$ cat src/rtl/rr_mux_arbiter_pkg.sv
// Shared definitions for the round-robin mux arbiter: state encoding and
// requester/select sizing.
package rr_mux_arbiter_pkg;
  localparam int N_REQ = 16;
  localparam int SEL_W = 4;

  typedef enum logic {
    IDLE  = 1'b0,
    GRANT = 1'b1
  } state_t;
endpackage

$ cat src/rtl/rr_mux_arbiter_if.sv
// Request/grant/output bundle of the round-robin mux arbiter.
interface rr_mux_arbiter_if;
  import rr_mux_arbiter_pkg::*;

  logic [N_REQ-1:0] req;
  logic [N_REQ-1:0] data;
  logic             out_ready;
  logic [SEL_W-1:0] sel;
  logic [N_REQ-1:0] gnt;
  logic             out_valid;
  logic             out_data;
  logic             busy;
  logic             timeout_err;

  modport master (
    output req, data, out_ready,
    input  sel, gnt, out_valid, out_data, busy, timeout_err
  );

  modport slave (
    input  req, data, out_ready,
    output sel, gnt, out_valid, out_data, busy, timeout_err
  );
endinterface

$ cat src/rtl/rr_mux_arbiter_mux.sv
// 16:1 single-bit multiplexer used on the arbiter data path.
module mux_16x1 (
  input  logic [15:0] data,
  input  logic [3:0]  sel,
  output logic        y
);
  assign y = data[sel];
endmodule

$ cat src/rtl/rr_mux_arbiter.sv
// Round-robin arbiter over 16 requesters with a grant timeout; the granted
// requester's payload bit is routed out through a 16:1 mux.
module rr_mux_arbiter
  import rr_mux_arbiter_pkg::*;
#(
  parameter int TIMEOUT = 8
) (
  input  logic              clk,
  input  logic              rst,
  rr_mux_arbiter_if.slave   bus
);
  state_t           state, state_nx;
  logic [SEL_W-1:0] ptr, ptr_nx;
  logic [SEL_W-1:0] sel_q, sel_nx;
  logic [N_REQ-1:0] gnt_q, gnt_nx;
  logic             valid_q, valid_nx;
  logic             busy_q, busy_nx;
  logic             terr_q, terr_nx;
  logic [7:0]       cnt, cnt_nx;
  logic [SEL_W-1:0] base;
  logic [SEL_W-1:0] win;
  logic             xfer;

  // First requester strictly after p (wrapping); p itself is checked last.
  function automatic logic [SEL_W-1:0] find_winner(
    input logic [N_REQ-1:0] r,
    input logic [SEL_W-1:0] p
  );
    logic [SEL_W-1:0] idx;
    find_winner = p;
    for (int k = N_REQ; k >= 1; k--) begin
      idx = p + SEL_W'(k);
      if (r[idx]) find_winner = idx;
    end
  endfunction

  // After a transfer the search starts from the requester just served.
  assign base = (state == GRANT) ? sel_q : ptr;
  assign win  = find_winner(bus.req, base);
  assign xfer = (state == GRANT) && valid_q && bus.out_ready;

  always_comb begin
    state_nx = state;
    ptr_nx   = ptr;
    sel_nx   = sel_q;
    gnt_nx   = gnt_q;
    valid_nx = valid_q;
    busy_nx  = busy_q;
    terr_nx  = 1'b0;
    cnt_nx   = cnt;
    case (state)
      IDLE: begin
        if (|bus.req) begin
          state_nx = GRANT;
          sel_nx   = win;
          gnt_nx   = N_REQ'(1) << win;
          valid_nx = 1'b1;
          busy_nx  = 1'b1;
          cnt_nx   = '0;
        end else begin
          gnt_nx   = '0;
          valid_nx = 1'b0;
          busy_nx  = 1'b0;
        end
      end
      default: begin
        if (xfer) begin
          ptr_nx = sel_q;
          if (|bus.req) begin
            sel_nx = win;
            gnt_nx = N_REQ'(1) << win;
            cnt_nx = '0;
          end else begin
            state_nx = IDLE;
            gnt_nx   = '0;
            valid_nx = 1'b0;
            busy_nx  = 1'b0;
          end
        end else if (!bus.req[sel_q] || cnt == 8'(TIMEOUT - 1)) begin
          // Withdrawn request leaves the pointer alone; a timeout skips it.
          if (bus.req[sel_q]) begin
            terr_nx = 1'b1;
            ptr_nx  = sel_q;
          end
          state_nx = IDLE;
          gnt_nx   = '0;
          valid_nx = 1'b0;
          busy_nx  = 1'b0;
        end else begin
          cnt_nx = cnt + 8'd1;
        end
      end
    endcase
  end

  always_ff @(posedge clk) begin
    if (rst) begin
      state   <= IDLE;
      ptr     <= '1;
      sel_q   <= '0;
      gnt_q   <= '0;
      valid_q <= 1'b0;
      busy_q  <= 1'b0;
      terr_q  <= 1'b0;
      cnt     <= '0;
    end else begin
      state   <= state_nx;
      ptr     <= ptr_nx;
      sel_q   <= sel_nx;
      gnt_q   <= gnt_nx;
      valid_q <= valid_nx;
      busy_q  <= busy_nx;
      terr_q  <= terr_nx;
      cnt     <= cnt_nx;
    end
  end

  assign bus.sel         = sel_q;
  assign bus.gnt         = gnt_q;
  assign bus.out_valid   = valid_q;
  assign bus.busy        = busy_q;
  assign bus.timeout_err = terr_q;

  mux_16x1 u_mux (
    .data (bus.data),
    .sel  (sel_q),
    .y    (bus.out_data)
  );
endmodule

$ cat src/flat_wrapper.sv
// flat-port wrapper written by rule: the top's interface ports become plain ports
module rr_mux_arbiter_flat import rr_mux_arbiter_pkg::*;
#(
  parameter int TIMEOUT = 8
)
  (clk, rst, bus_req, bus_data, bus_out_ready, bus_sel, bus_gnt, bus_out_valid, bus_out_data, bus_busy, bus_timeout_err);
  rr_mux_arbiter_if bus_i ();
  input  logic clk;
  input  logic rst;
  input wire logic [$bits(bus_i.req)-1:0] bus_req;
  input wire logic [$bits(bus_i.data)-1:0] bus_data;
  input wire logic [$bits(bus_i.out_ready)-1:0] bus_out_ready;
  output wire logic [$bits(bus_i.sel)-1:0] bus_sel;
  output wire logic [$bits(bus_i.gnt)-1:0] bus_gnt;
  output wire logic [$bits(bus_i.out_valid)-1:0] bus_out_valid;
  output wire logic [$bits(bus_i.out_data)-1:0] bus_out_data;
  output wire logic [$bits(bus_i.busy)-1:0] bus_busy;
  output wire logic [$bits(bus_i.timeout_err)-1:0] bus_timeout_err;
  assign bus_i.req = bus_req;
  assign bus_i.data = bus_data;
  assign bus_i.out_ready = bus_out_ready;
  assign bus_sel = bus_i.sel;
  assign bus_gnt = bus_i.gnt;
  assign bus_out_valid = bus_i.out_valid;
  assign bus_out_data = bus_i.out_data;
  assign bus_busy = bus_i.busy;
  assign bus_timeout_err = bus_i.timeout_err;
  rr_mux_arbiter #(.TIMEOUT(TIMEOUT)) u_core (.clk(clk), .rst(rst), .bus(bus_i));
endmodule
$ cat config.mk
export PLATFORM = sky130hd
export DESIGN_NAME = rr_mux_arbiter_flat
export DESIGN_NICKNAME = d
export VERILOG_FILES = /design/src/rtl/rr_mux_arbiter_pkg.sv /design/src/rtl/rr_mux_arbiter_if.sv /design/src/rtl/rr_mux_arbiter_mux.sv /design/src/rtl/rr_mux_arbiter.sv /design/src/flat_wrapper.sv
export SDC_FILE = /design/constraint.sdc
export NUM_CORES = 1
export LEC_CHECK = 0
export BUFFER_PORTS_ARGS = -buffer_cell sky130_fd_sc_hd__clkbuf_2
export CORE_ASPECT_RATIO = 0.5
export CORE_UTILIZATION = 40
export CTS_CLUSTER_SIZE = 14
export DETAILED_ROUTE_END_ITERATION = 12
export MAX_ROUTING_LAYER = met4
export PLACE_DENSITY = 0.72
export SKIP_LAST_GASP = 1
export SLEW_MARGIN = 20
export SYNTH_ARGS = -nofsm -noshare
export SYNTH_HDL_FRONTEND = slang
export SYNTH_SLANG_ARGS = --single-unit
$ cat constraint.sdc
create_clock -name clk -period 4 [get_ports clk]
set_input_delay 0.4 -clock clk [delete_from_list [all_inputs] [get_ports clk]]
set_output_delay 0.4 -clock clk [all_outputs]
set_load 0.005 [all_outputs]
==> results of run 1 <==
## power by group through the flow
stage | logic (mW) | clock network, mW | registers [mW]
2_1_floorplan | 2.31 | 0 | 0.491
3_3_place_gp | 3.14 | 0 | 0.498
3_5_place_dp | 3.18 | 0 | 0.500
4_1_cts | 3.24 | 0.405 | 0.492
5_1_grt | 3.60 | 0.423 | 0.503
6_report | 3.38 | 0.400 | 0.492
## final cells by class
cell class              count  share of cell area
well taps                 140              0.0346
flip-flops and latches     35               0.138
inverters                  12             0.00938
clock buffers               8              0.0309
multi-input cells         383               0.671
repair buffers             93               0.116
## layer usage
metal | up-vias | routed length (um)
met4 | 0 | 436
li1 | 1948 | -
met5 | - | 0
met3 | 35 | 1170
met2 | 223 | 5910
met1 | 2031 | 5100
## flip-flops by register name (all words and copies together), names as in the netlist
| register | flops |
|---|---|
| u_core.bus.gnt | 16 |
| u_core.cnt | 8 |
| u_core.bus.sel | 4 |
| u_core.ptr | 4 |
| u_core.bus.out_valid | 1 |
| u_core.bus.timeout_err | 1 |
| u_core.state | 1 |
## stage by stage
step	power (mW)	util	hold WS, ns
after floorplan	2.80	-	0.435
after global placement	3.64	0.471	0.437
after detailed placement	3.68	0.471	0.439
after CTS	4.14	0.490	0.455
after global routing	4.53	0.496	0.479
final	4.27	0.496	0.451
## final timing paths
path | start | slack [ns] | to
max | u_core.state | 0.19 | u_core.bus.gnt[8]
max reg2reg | u_core.state | 0.19 | u_core.bus.gnt[8]
min reg2reg | u_core.bus.gnt[0] | 0.45 | u_core.bus.gnt[0]
min | u_core.bus.gnt[0] | 0.45 | u_core.bus.gnt[0]
## cell families (layout without fill, tap and decap cells)
group,after synthesis,in the layout,synth area share
xor gates and xnor gates,10,10,0.0243
adders and majority gates,7,7,0.0208
DFF,35,35,0.166
muxes,105,105,0.382
AOI/OAI and AO/OA,112,112,0.182
buffers and inverters,38,113,0.0442
and+or+nand+nor,149,149,0.181
## Yosys cell counts (6+ instances only)
cell       n  share of area
o22ai_1    6         0.0089
a21oi_1   31          0.037
nor3b_1    6          0.011
nor4_1     8          0.012
mux2_2    14          0.037
nand2_1   43          0.038
and3_1     7          0.010
mux4_2    37           0.20
ha_1       7          0.021
mux2i_1   45           0.11
clkbuf_1  16          0.014
nor3_1     8         0.0095
o31ai_1    9          0.016
nor2_1    35          0.031
xnor2_1    8          0.017
o41ai_1    8          0.017
inv_1      9         0.0080
o21ai_0   16          0.019
nand3_1    9          0.011
dfxtp_1   35           0.17
## timing repair
action,CTS,global route
buffers inserted,2,0
gates resized for setup,3,16
cloned,0,0
endpoints found under the setup margin,16,19
pin swaps,0,2
## worst max-delay path, stage by stage (launching register included)
cell and delay (ns):
dfxtp_2 0.39, mux2i_1 0.21, buf_4 0.19, inv_1 0.09, ha_1 0.27, xnor2_2 0.23, mux2_2 0.37, mux4_2 0.57
o2111ai_1 0.19, o22ai_1 0.17, a2111o_1 0.46, nand3_4 0.16, nand2b_2 0.16, o31ai_1 0.27
==> results.md, run 1 <==
* Status: complete, no violations
* GR Util met1 at 0.307
* Routed vias at approximately 4,200
* Finished Layout Cells at 671
* # DRC at 0
* Remaining global-route overflow at 0
* Multi-input logic area at 0.00340 mm2
* Post-Route Setup TNS at 0 ns
* Design area at 0.00507 mm2
* Register Area at 702 um2
* P per Cell Area at between 800 and 900 mW/mm2
* Relative slew slack at 0.337
* Area of the core at 0.0102 mm2
* Overall Global Routing Usage at 0.238
* Clock skew at 0.00330 ns
* H-Tree Depth at 2
* Worst r2r path cells at 13
* Post-route minimum period at between 3 and 4 ns
* Cell-internal power at roughly 2.1 mW
* Die area at 0.0110 mm2
* Placed cells at 661
* Share of layout cells above drive strength 1 at 0.352
* Number of global-route vias before repair at 3,874
* Max clock buf depth at 2
* GR Util met3 at 0.0387
* Worst setup margin at 0.185 ns
* HPWL after DPL at 9.55 mm
* CTS tree: yes
* Most used routing layer: met2
* Synthesized cell area at 0.00421 mm2
* Iter 0 DRT Violations at 441
* Gate Count Post-Synth at roughly 460
* Clock Sinks at 35
* Num rows at 26
* Num ports at slightly below 60
* Total iterations of the first detailed-routing run at 5
* Worst endpoint required time at 4.19 ns
* Seq pwr share at 0.115
* Dpl ws at -0.0263 ns
* Hold Path Depth at 2
* Tightest Hold Check Type: flip-flop to flip-flop
* Most frequent cells in the layout: clkbuf_2 (58), mux2i_1 (42), nand2_1 (42)
* Clock Latency Late Sink at 0.28 ns
* Met2 usage at 0.378
* Final Hold Viols at 0
* Switch share at 0.496
* Lkg Pwr at 2.04 nW
* Synthesis-to-finish area growth at 20.3%
* Ys flop type: dfxtp_1
* Nets at roughly 570
* Fmax at 262 MHz
* DRT antenna net count at 0
* Yosys warning count at 0
* Wire length per cell at 18.8 um
* Measured slew at the worst slew-check pin at slightly below 1 ns
* Cell variety after synth at 70
* Routability cong. at 0.990
* Max FO, Critical Path at 9
* CTS Hold Buffers Added at 0
* Clock Tree Root: clkbuf_16
* Critical path class: flip-flop to flip-flop
* Via-to-Cell Ratio at 6.31
* Syn_nets at 498
* Commonest non-fill, non-tap cell in the layout: clkbuf_2
* MaxCap Viol Count at 0
* Peak supply drop at 0.000269 V
* Overall routed net length at roughly 13 mm
* CTS buffer count at 5
* Largest net degree at the start of global routing at 22
* Pins Over Slew Limit at 0
* Initial Util at 0.413
* Die W at 147 um
* Clk network pwr share at 0.094
* Comb pwr share at 0.791
* PortBufs at 58
* EDFF count, synth at 0
* Synth Area per Inst at between 9 and 10 um2
* Sw Pwr at about 2.1 mW
* Synth Register Bits at 35
* Sequential-to-total area share from yosys stat at 0.166
* Startpoint types: flip-flop
* Endpoint class of the critical path: flip-flop
* Filler Cell Count at 965
* Endpoints failing setup at 0
* Dpl cell area at 0.00481 mm2
* Part of the cycle the worst path needs at 0.954
* Diode count at 0
* Clock slew at reported path FFs at 0.05 ns
* First-pass GRT wire length at 20.0 mm
* Initial antenna violation count at 0
* Data arrival time of the worst path at ~4 ns
* Die Y at about 75 um
* Fraction of registers with async set/reset at 0
(Power assumes the default switching activity.)
==> run 2, diff against run 1 <==
- ABC_CLOCK_PERIOD_IN_PS: not set -> 4000
- CELL_PAD_IN_SITES_DETAIL_PLACEMENT: not set -> 1
- CELL_PAD_IN_SITES_GLOBAL_PLACEMENT: not set -> 2
- CORE_UTILIZATION: 40 -> 33
- PLACE_DENSITY: 0.72 -> 0.89
==> run 2 against run 1 <==
Via count grew 1.9%. Highest routed layer unchanged. Die area grew 21%. Clock power shrank 6.8%. Largest cell class unchanged. Sequential share of layout area shrank 0.55 points. Sequential cell count is the same. Worst setup slack lost 0.026 ns. Routed wire length grew 18%. Clock-buffer cell count shrank 2. Maximum frequency shrank 0.67%.
==> results.md, run 2 (synthesis gave the netlist of run 1 again) <==
* HP Start: u_core.bus.gnt[7]
* Fmax at 260 MHz (-0.67%)
* Hold Path End: u_core.bus.gnt[7]
* H-Tree Depth at 2 (unchanged)
* Bufs and invs on worst path at 3 (+1)
* MaxCap Viol Count at 0 (unchanged)
* Routability cong. at 0.953 (-3.7%)
* Lkg Pwr at 2.12 nW (+3.6%)
* GR Util met1 at 0.314 (+0.00647)
* Largest net degree at the start of global routing at 22 (unchanged)
* DRT antenna net count at 0 (unchanged)
* Diode count at 0 (unchanged)
* Startpoint types: flip-flop
* Finished Layout Cells at 714 (+6.4%)
* Die Y at 81.9 um (+9.8%)
* Overall routed net length at 14.9 mm (+18%)
* Pins Over Slew Limit at 0 (unchanged)
* Clock skew at 0.00705 ns (+0.00375 ns)
* Clock Tree Root: clkbuf_16
* Total iterations of the first detailed-routing run at 5 (unchanged)
* WHS at 0.457 ns (+0.00542 ns)
* Worst endpoint required time at 4.17 ns (-0.02 ns)
* Clock Sinks at 35 (unchanged)
* Cell family with most CP delay: multiplexers
* Switch share at 0.503 (+0.00703)
* Worst r2r path cells at 13 (unchanged)
* Worst r2r dst: u_core.bus.gnt[6]
* Post-route minimum period at 3.84 ns (+0.0259 ns)
* Final Hold Viols at 0 (unchanged)
* Initial Util at 0.348 (-0.0649)
* Number of global-route vias before repair at 4,267 (+10%)
* Cell-internal power at 2.30 mW (+7.1%)
* CTS tree: yes
* Sw Pwr at 2.33 mW (+10%)
* Post-layout util at 0.437 (-0.0593)
* Routed vias at 4,318 (+1.9%)
* Status: complete, no violations
* Die area at 0.0133 mm2 (+21%)
* Max FO, Critical Path at 8 (-1)
* Part of the cycle the worst path needs at 0.960 (+0.00648)
* Filler Cell Count at 1,431 (+48%)
* CTS buffer count at 5 (unchanged)
* Largest register FFs at 16 (unchanged)
* PortBufs at 58 (unchanged)
* CP Cell Sequence: mux2i_4 > ha_2 > inv_1 > xnor2_2 > buf_4 > mux2_2 > mux4_2 > o211ai_1 > nor4bb_2 > a2111o_1 > nand3_4 > buf_4 > o41ai_1
* Initial antenna violation count at 0 (unchanged)
* Num rows at 28 (+7.7%)
* Data arrival time of the worst path at 4.01 ns (about the same)
* Via-to-Cell Ratio at 6.05 (-4.2%)
* Nets at 590 (+3.1%)
* Worst r2r src: u_core.state
* Seq pwr share at 0.107 (-0.008)
* HPWL after DPL at 11.4 mm (+20%)
* Relative slew slack at 0.303 (-0.0344)
* Reg-to-reg slack, setup at 0.16 ns (-0.03 ns)
* Num ports at 59 (unchanged)
* Endpoint class of the critical path: flip-flop
* GR Util met3 at 0.0313 (-0.00734)
* Iter 0 DRT Violations at 306 (-31%)
* Tightest Hold Check Type: flip-flop to flip-flop
* Clock Latency Late Sink at 0.28 ns (about the same)
* Share of layout cells above drive strength 1 at 0.395 (+0.0431)
* Comb pwr share at 0.812 (+0.021)
* Max incr delay on CP at 0.52 ns (-0.05 ns)
* Most frequent cells in the layout: clkbuf_2 (58), buf_4 (50), nand2_1 (42)
* # DRC at 0 (unchanged)
* Wire length per cell at 20.9 um (+11%)
* Hold Path Depth at 2 (unchanged)
* Met2 usage at 0.369 (-0.00878)
* CTS Hold Buffers Added at 0 (unchanged)
* Placed cells at 702 (+6.2%)
* Most used routing layer: met2
* Endpoints failing setup at 0 (unchanged)
* Clock slew at reported path FFs at 0.06 ns (about the same)
* Cell mode on critical path: buf_4
* Peak supply drop at 0.000342 V (+27%)
* Area of the core at 0.0121 mm2 (+19%)
* Commonest non-fill, non-tap cell in the layout: clkbuf_2
* Die W at 162 um (+10%)
* CP max stage cell: mux4_2
* Critical path class: flip-flop to flip-flop
* Max clock buf depth at 2 (unchanged)
* Overall Global Routing Usage at 0.235 (-0.00361)
* Synthesis-to-finish area growth at 25.7%
* First-pass GRT wire length at 23.5 mm (+18%)
* P per Cell Area at 876 mW/mm2 (+4.0%)
* Clk network pwr share at 0.081 (-0.013)
* Measured slew at the worst slew-check pin at 1.04 ns (+0.0513 ns)
* Remaining global-route overflow at 0 (unchanged)
run 2: cell count changes in the layout (fill, tap and decap cells not counted), moves of 2 or more:
cell | before | now
a2111oi_0 | 2 | 0
a2111oi_2 | 0 | 2
buf_4 | 31 | 50
clkbuf_8 | 2 | 0
ha_1 | 6 | 4
ha_2 | 1 | 3
mux2i_1 | 42 | 38
mux2i_2 | 5 | 8
o31ai_1 | 9 | 7
o31ai_2 | 0 | 2
xnor2_1 | 3 | 5
xnor2_2 | 7 | 4
run 2: worst reg2reg max path, stage by stage (launching register included):
cell and delay [ns]:
dfxtp_4 0.40, mux2i_4 0.30, ha_2 0.26, inv_1 0.10, xnor2_2 0.22, buf_4 0.19
mux2_2 0.37, mux4_2 0.52, o211ai_1 0.19, nor4bb_2 0.23, a2111o_1 0.28, nand3_4 0.11
buf_4 0.18, o41ai_1 0.37
run 2: layout make-up:
type | count | area [um2] | area share
multi-input cells | 383 | 3480 | 0.657
repair buffers | 111 | 717 | 0.135
clock buffers | 6 | 129 | 0.0243
clock inverters | 2 | 12.5 | 0.00236
well taps | 165 | 206 | 0.0390
flip-flops and latches | 35 | 704 | 0.133
inverters | 12 | 47.5 | 0.00898
run 2: power groups by stage:
stage          clock (mW)  sequential (mW)  combinational (mW)
2_1_floorplan           0            0.491                2.31
3_3_place_gp            0            0.500                3.40
3_5_place_dp            0            0.502                3.46
4_1_cts             0.383            0.495                3.52
5_1_grt             0.397            0.508                4.03
6_report            0.373            0.497                3.77
run 2: metal layers:
layer / wire length (um) / part of all wire / vias up
met5: 0 / 0 / -
met4: 415 / 0.028 / 0
met3: 880 / 0.059 / 33
met2: 6860 / 0.46 / 147
met1: 6790 / 0.45 / 2159
li1: - / - / 1979
run 2: stage by stage:
stage                     setup TNS [ns]  area, um2  total power [mW]  worst slack, ns
final                                  0       5300              4.64            0.160
after global routing             -0.0122       5300              4.93         -0.00870
after CTS                        -0.0205       5130              4.40          -0.0141
after detailed placement           -2.64       4960              3.96           -0.262
after global placement            -0.877       4960              3.90          -0.0899
after floorplan                        0       4220              2.80           0.0133
run 2: worst max-delay path by stage:
stage / startpoint / to / slack [ns] / depth (start not counted)
6_report: u_core.state / u_core.bus.gnt[6] / 0.16 / 13
5_1_grt: u_core.state / u_core.bus.gnt[4] / -0.009 / 13
4_1_cts: u_core.state / u_core.bus.gnt[12] / -0.01 / 13
3_5_place_dp: u_core.state / u_core.bus.gnt[15] / -0.26 / 13
3_3_place_gp: u_core.state / u_core.bus.gnt[7] / -0.09 / 13
2_1_floorplan: u_core.state / u_core.bus.gnt[11] / 0.01 / 15
run 2: timing repair:
action | CTS | global route
buffers inserted | 0 | 4
pin swaps | 1 | 6
resized for setup | 7 | 30
endpoints found under the setup margin | 17 | 19
==> run 3, diff against run 2 <==
- CORE_UTILIZATION: 33 -> 32
- PLACE_DENSITY: 0.89 -> 0.88
- SYNTH_HIERARCHICAL: not set -> 1
==> run 3 against run 2 <==
First-iteration DRC count rose by 62%. Routed wire length rose by 15%. Non-clock buffer count rose by 34. Sequential share of layout area fell by 0.86 points. Via count rose by 7.2%. Cell count rose by 7.3%. Area after synthesis fell by 1.1%. Die area rose by 2.0%. Highest routed layer unchanged.
==> results.md, run 3 <==
* Cell family with most CP delay: multiplexers
* Max incr delay on CP at 0.43 ns (-0.09 ns)
* Cell variety after synth at 61 (-13%)
* H-Tree Depth at 2 (unchanged)
* Worst r2r src: u_core/state
* Remaining global-route overflow at 0 (unchanged)
* Largest net degree at the start of global routing at 24 (+9.1%)
* Initial antenna violation count at 0 (unchanged)
* Final Hold Viols at 0 (unchanged)
* WHS at 0.457 ns (+0.000525 ns)
* HP Start: u_core/bus.gnt[1]
* Overall routed net length at 17.2 mm (+15%)
* Syn_nets at 516 (+3.6%)
* Die Y at 82.7 um (+0.98%)
* Post-route minimum period at 3.98 ns (+0.136 ns)
* Sequential-to-total area share from yosys stat at 0.168 (+0.00180)
* Max clock buf depth at 2 (unchanged)
* Most common cell in the netlist: nand2_1
* Critical path class: flip-flop to flip-flop
* Routed vias at 4,629 (+7.2%)
* Total iterations of the first detailed-routing run at 5 (unchanged)
* PortBufs at 58 (unchanged)
* Nets at 638 (+8.1%)
* Routability cong. at 0.988 (+3.7%)
* CP Cell Sequence: mux2i_4 > inv_4 > ha_4 > xnor2_2 > buf_4 > mux4_2 > mux2i_1 > buf_4 > o21ai_2 > or3_1 > a211oi_1 > buf_4 > or3_4 > nand2_2 > o41ai_2
* Part of the cycle the worst path needs at 0.994 (+0.0339)
* Largest cells by area after synthesis: dfxtp_1 (17%), mux4_2 (17%), mux2i_1 (10%)
* Synth Register Bits at 35 (unchanged)
* Largest register FFs at 16 (unchanged)
* WL met2 at 8.20 mm (+19%)
* Tightest Hold Check Type: flip-flop to flip-flop
* Status: complete, no violations
* # DRC at 0 (unchanged)
* Fmax at 252 MHz (-3.4%)
* Dpl ws at -0.193 ns (+0.0687 ns)
* Worst r2r dst: u_core/bus.gnt[3]
* Initial Util at 0.328 (-0.0194)
* Clock slew at reported path FFs at 0.05 ns (about the same)
* DRT antenna net count at 0 (unchanged)
* Max FO, Critical Path at 8 (unchanged)
* Wire length per cell at 22.5 um (+7.3%)
* EDFF count, synth at 0 (unchanged)
* Uppermost routed layer: met4
* CP max stage cell: or3_1
* Pins Over Slew Limit at 0 (unchanged)
* Yosys warning count at 6 (+6)
* Endpoints failing setup at 0 (unchanged)
* Gate Count Post-Synth at 473 (+3.7%)
* Synth Area per Inst at 8.81 um2 (-4.6%)
* HPWL after DPL at 12.5 mm (+9.6%)
* Met1 Routed Length at 7.23 mm (+6.6%)
* Worst r2r path cells at 15 (+2)
* Diode count at 0 (unchanged)
* Post-layout util at 0.447 (+0.00967)
* Most frequent cells in the layout: buf_4 (81), clkbuf_2 (58), nand2_1 (53)
* CTS tree: yes
* List of most frequent post-synthesis cells: nand2_1 (54), nor2_1 (45), mux2i_1 (43)
* Die W at 163 um (+0.99%)
* RSZ-0062 raised after global routing: true
* Clock Sinks at 35 (unchanged)
* Worst setup margin at 0.0239 ns (-0.136 ns)
* Worst endpoint required time at 4.17 ns (about the same)
* Die area at 0.0135 mm2 (+2.0%)
* Num rows at 29 (+3.6%)
* Biggest area consumer among synthesized cells: dfxtp_1
* Hold Path End: u_core/bus.gnt[1]
* Area of the core at 0.0127 mm2 (+4.8%)
* Endpoint class of the critical path: flip-flop
* Crit. Startpoint: u_core/state
* Synthesis-to-finish area growth at 36.0%
* Fraction of registers with async set/reset at 0 (unchanged)
* Synthesized cell area at 0.00417 mm2 (-1.1%)
* MaxCap Viol Count at 0 (unchanged)
* Ys flop type: dfxtp_1
* CTS Hold Buffers Added at 0 (unchanged)
* Clock skew at 0.00289 ns (-0.00416 ns)
* Startpoint types: flip-flop
* Via-to-Cell Ratio at 6.04 (about the same)
* Number of global-route vias before repair at 4,679 (+9.7%)
* Data arrival time of the worst path at 4.14 ns (+0.13 ns)
* Clock Latency Late Sink at 0.28 ns (about the same)
* Overall Global Routing Usage at 0.260 (+0.0257)
* Cell mode on critical path: buf_4
* Relative slew slack at 0.550 (+0.247)
* First-pass GRT wire length at 26.1 mm (+11%)
* Iter 0 DRT Violations at 497 (+62%)
* Measured slew at the worst slew-check pin at 0.668 ns (-0.374 ns)
* Met3 Wirelength at 1.08 mm (+23%)
* Bufs and invs on worst path at 4 (+1)
* Clock Tree Root: clkbuf_16
* Commonest non-fill, non-tap cell in the layout: buf_4
* Hold Path Depth at 2 (unchanged)
* Share of layout cells above drive strength 1 at 0.435 (+0.0393)
* CTS buffer count at 5 (unchanged)
* Reg-to-reg slack, setup at 0.02 ns (-0.14 ns)
* Num ports at 59 (unchanged)
* Yosys top cell area share at 0.168 (-0.0297)
[run 3: cells by family after synthesis]
group / count (synthesis) / share of synthesized area
and+or+nand+nor: 159 / 0.177
adders and majority gates: 8 / 0.0240
xor gates and xnor gates: 15 / 0.0396
AOI/OAI and AO/OA: 121 / 0.206
DFF: 35 / 0.168
buffers and inverters: 43 / 0.0456
muxes: 92 / 0.339
[run 3: worst max-delay path by stage]
stage / end / slack, ns / cells after the start
after CTS: u_core/bus.gnt[12] / -0.003 / 13
after global placement: u_core/bus.gnt[12] / -0.02 / 13
after global routing: u_core/bus.gnt[3] / -0.08 / 16
after floorplan: u_core/bus.gnt[15] / -0.11 / 16
final: u_core/bus.gnt[3] / 0.02 / 15
after detailed placement: u_core/bus.gnt[15] / -0.19 / 13
[run 3: worst register-to-register path: stages (launching register included)]
cell and delay, ns:
dfxtp_4 0.39, mux2i_4 0.36, inv_4 0.12, ha_4 0.22
xnor2_2 0.15, buf_4 0.21, mux4_2 0.34, mux2i_1 0.21
buf_4 0.18, o21ai_2 0.13, or3_1 0.43, a211oi_1 0.24
buf_4 0.16, or3_4 0.13, nand2_2 0.18, o41ai_2 0.42
[run 3: cell type report]
cell class	instances	area (um2)
fillers	1500	7030
multi-input cells	395	3580
repair buffers	145	983
flip-flops and latches	35	706
well taps	170	213
clock buffers	7	133
inverters	13	53.8
clock inverters	1	5.00
[run 3: per-layer routing]
| metal | global-route usage | vias up |
|---|---|---|
| met5 | - | - |
| met4 | 0.116 | 0 |
| met3 | 0.0450 | 62 |
| met2 | 0.429 | 185 |
| met1 | 0.318 | 2291 |
| li1 | - | 2091 |
[run 3: what timing repair did]
action	CTS	global route
setup endpoints to repair	14	17
setup buffers	7	6
gates resized for setup	19	32
pin swaps	8	8
[run 3: stage by stage]
stage          setup TNS (ns)  instances  instance area [um2]
2_1_floorplan          -0.696        473                 4330
3_3_place_gp          -0.0590        746                 5230
3_5_place_dp            -1.16        746                 5230
4_1_cts              -0.00369        761                 5510
5_1_grt                -0.397        766                 5670
6_report                    0        766                 5670
Power of run 3 is left out: the tool's default activity adds up to more than one toggle a clock period on the data nets, which glitch-free logic cannot reach.
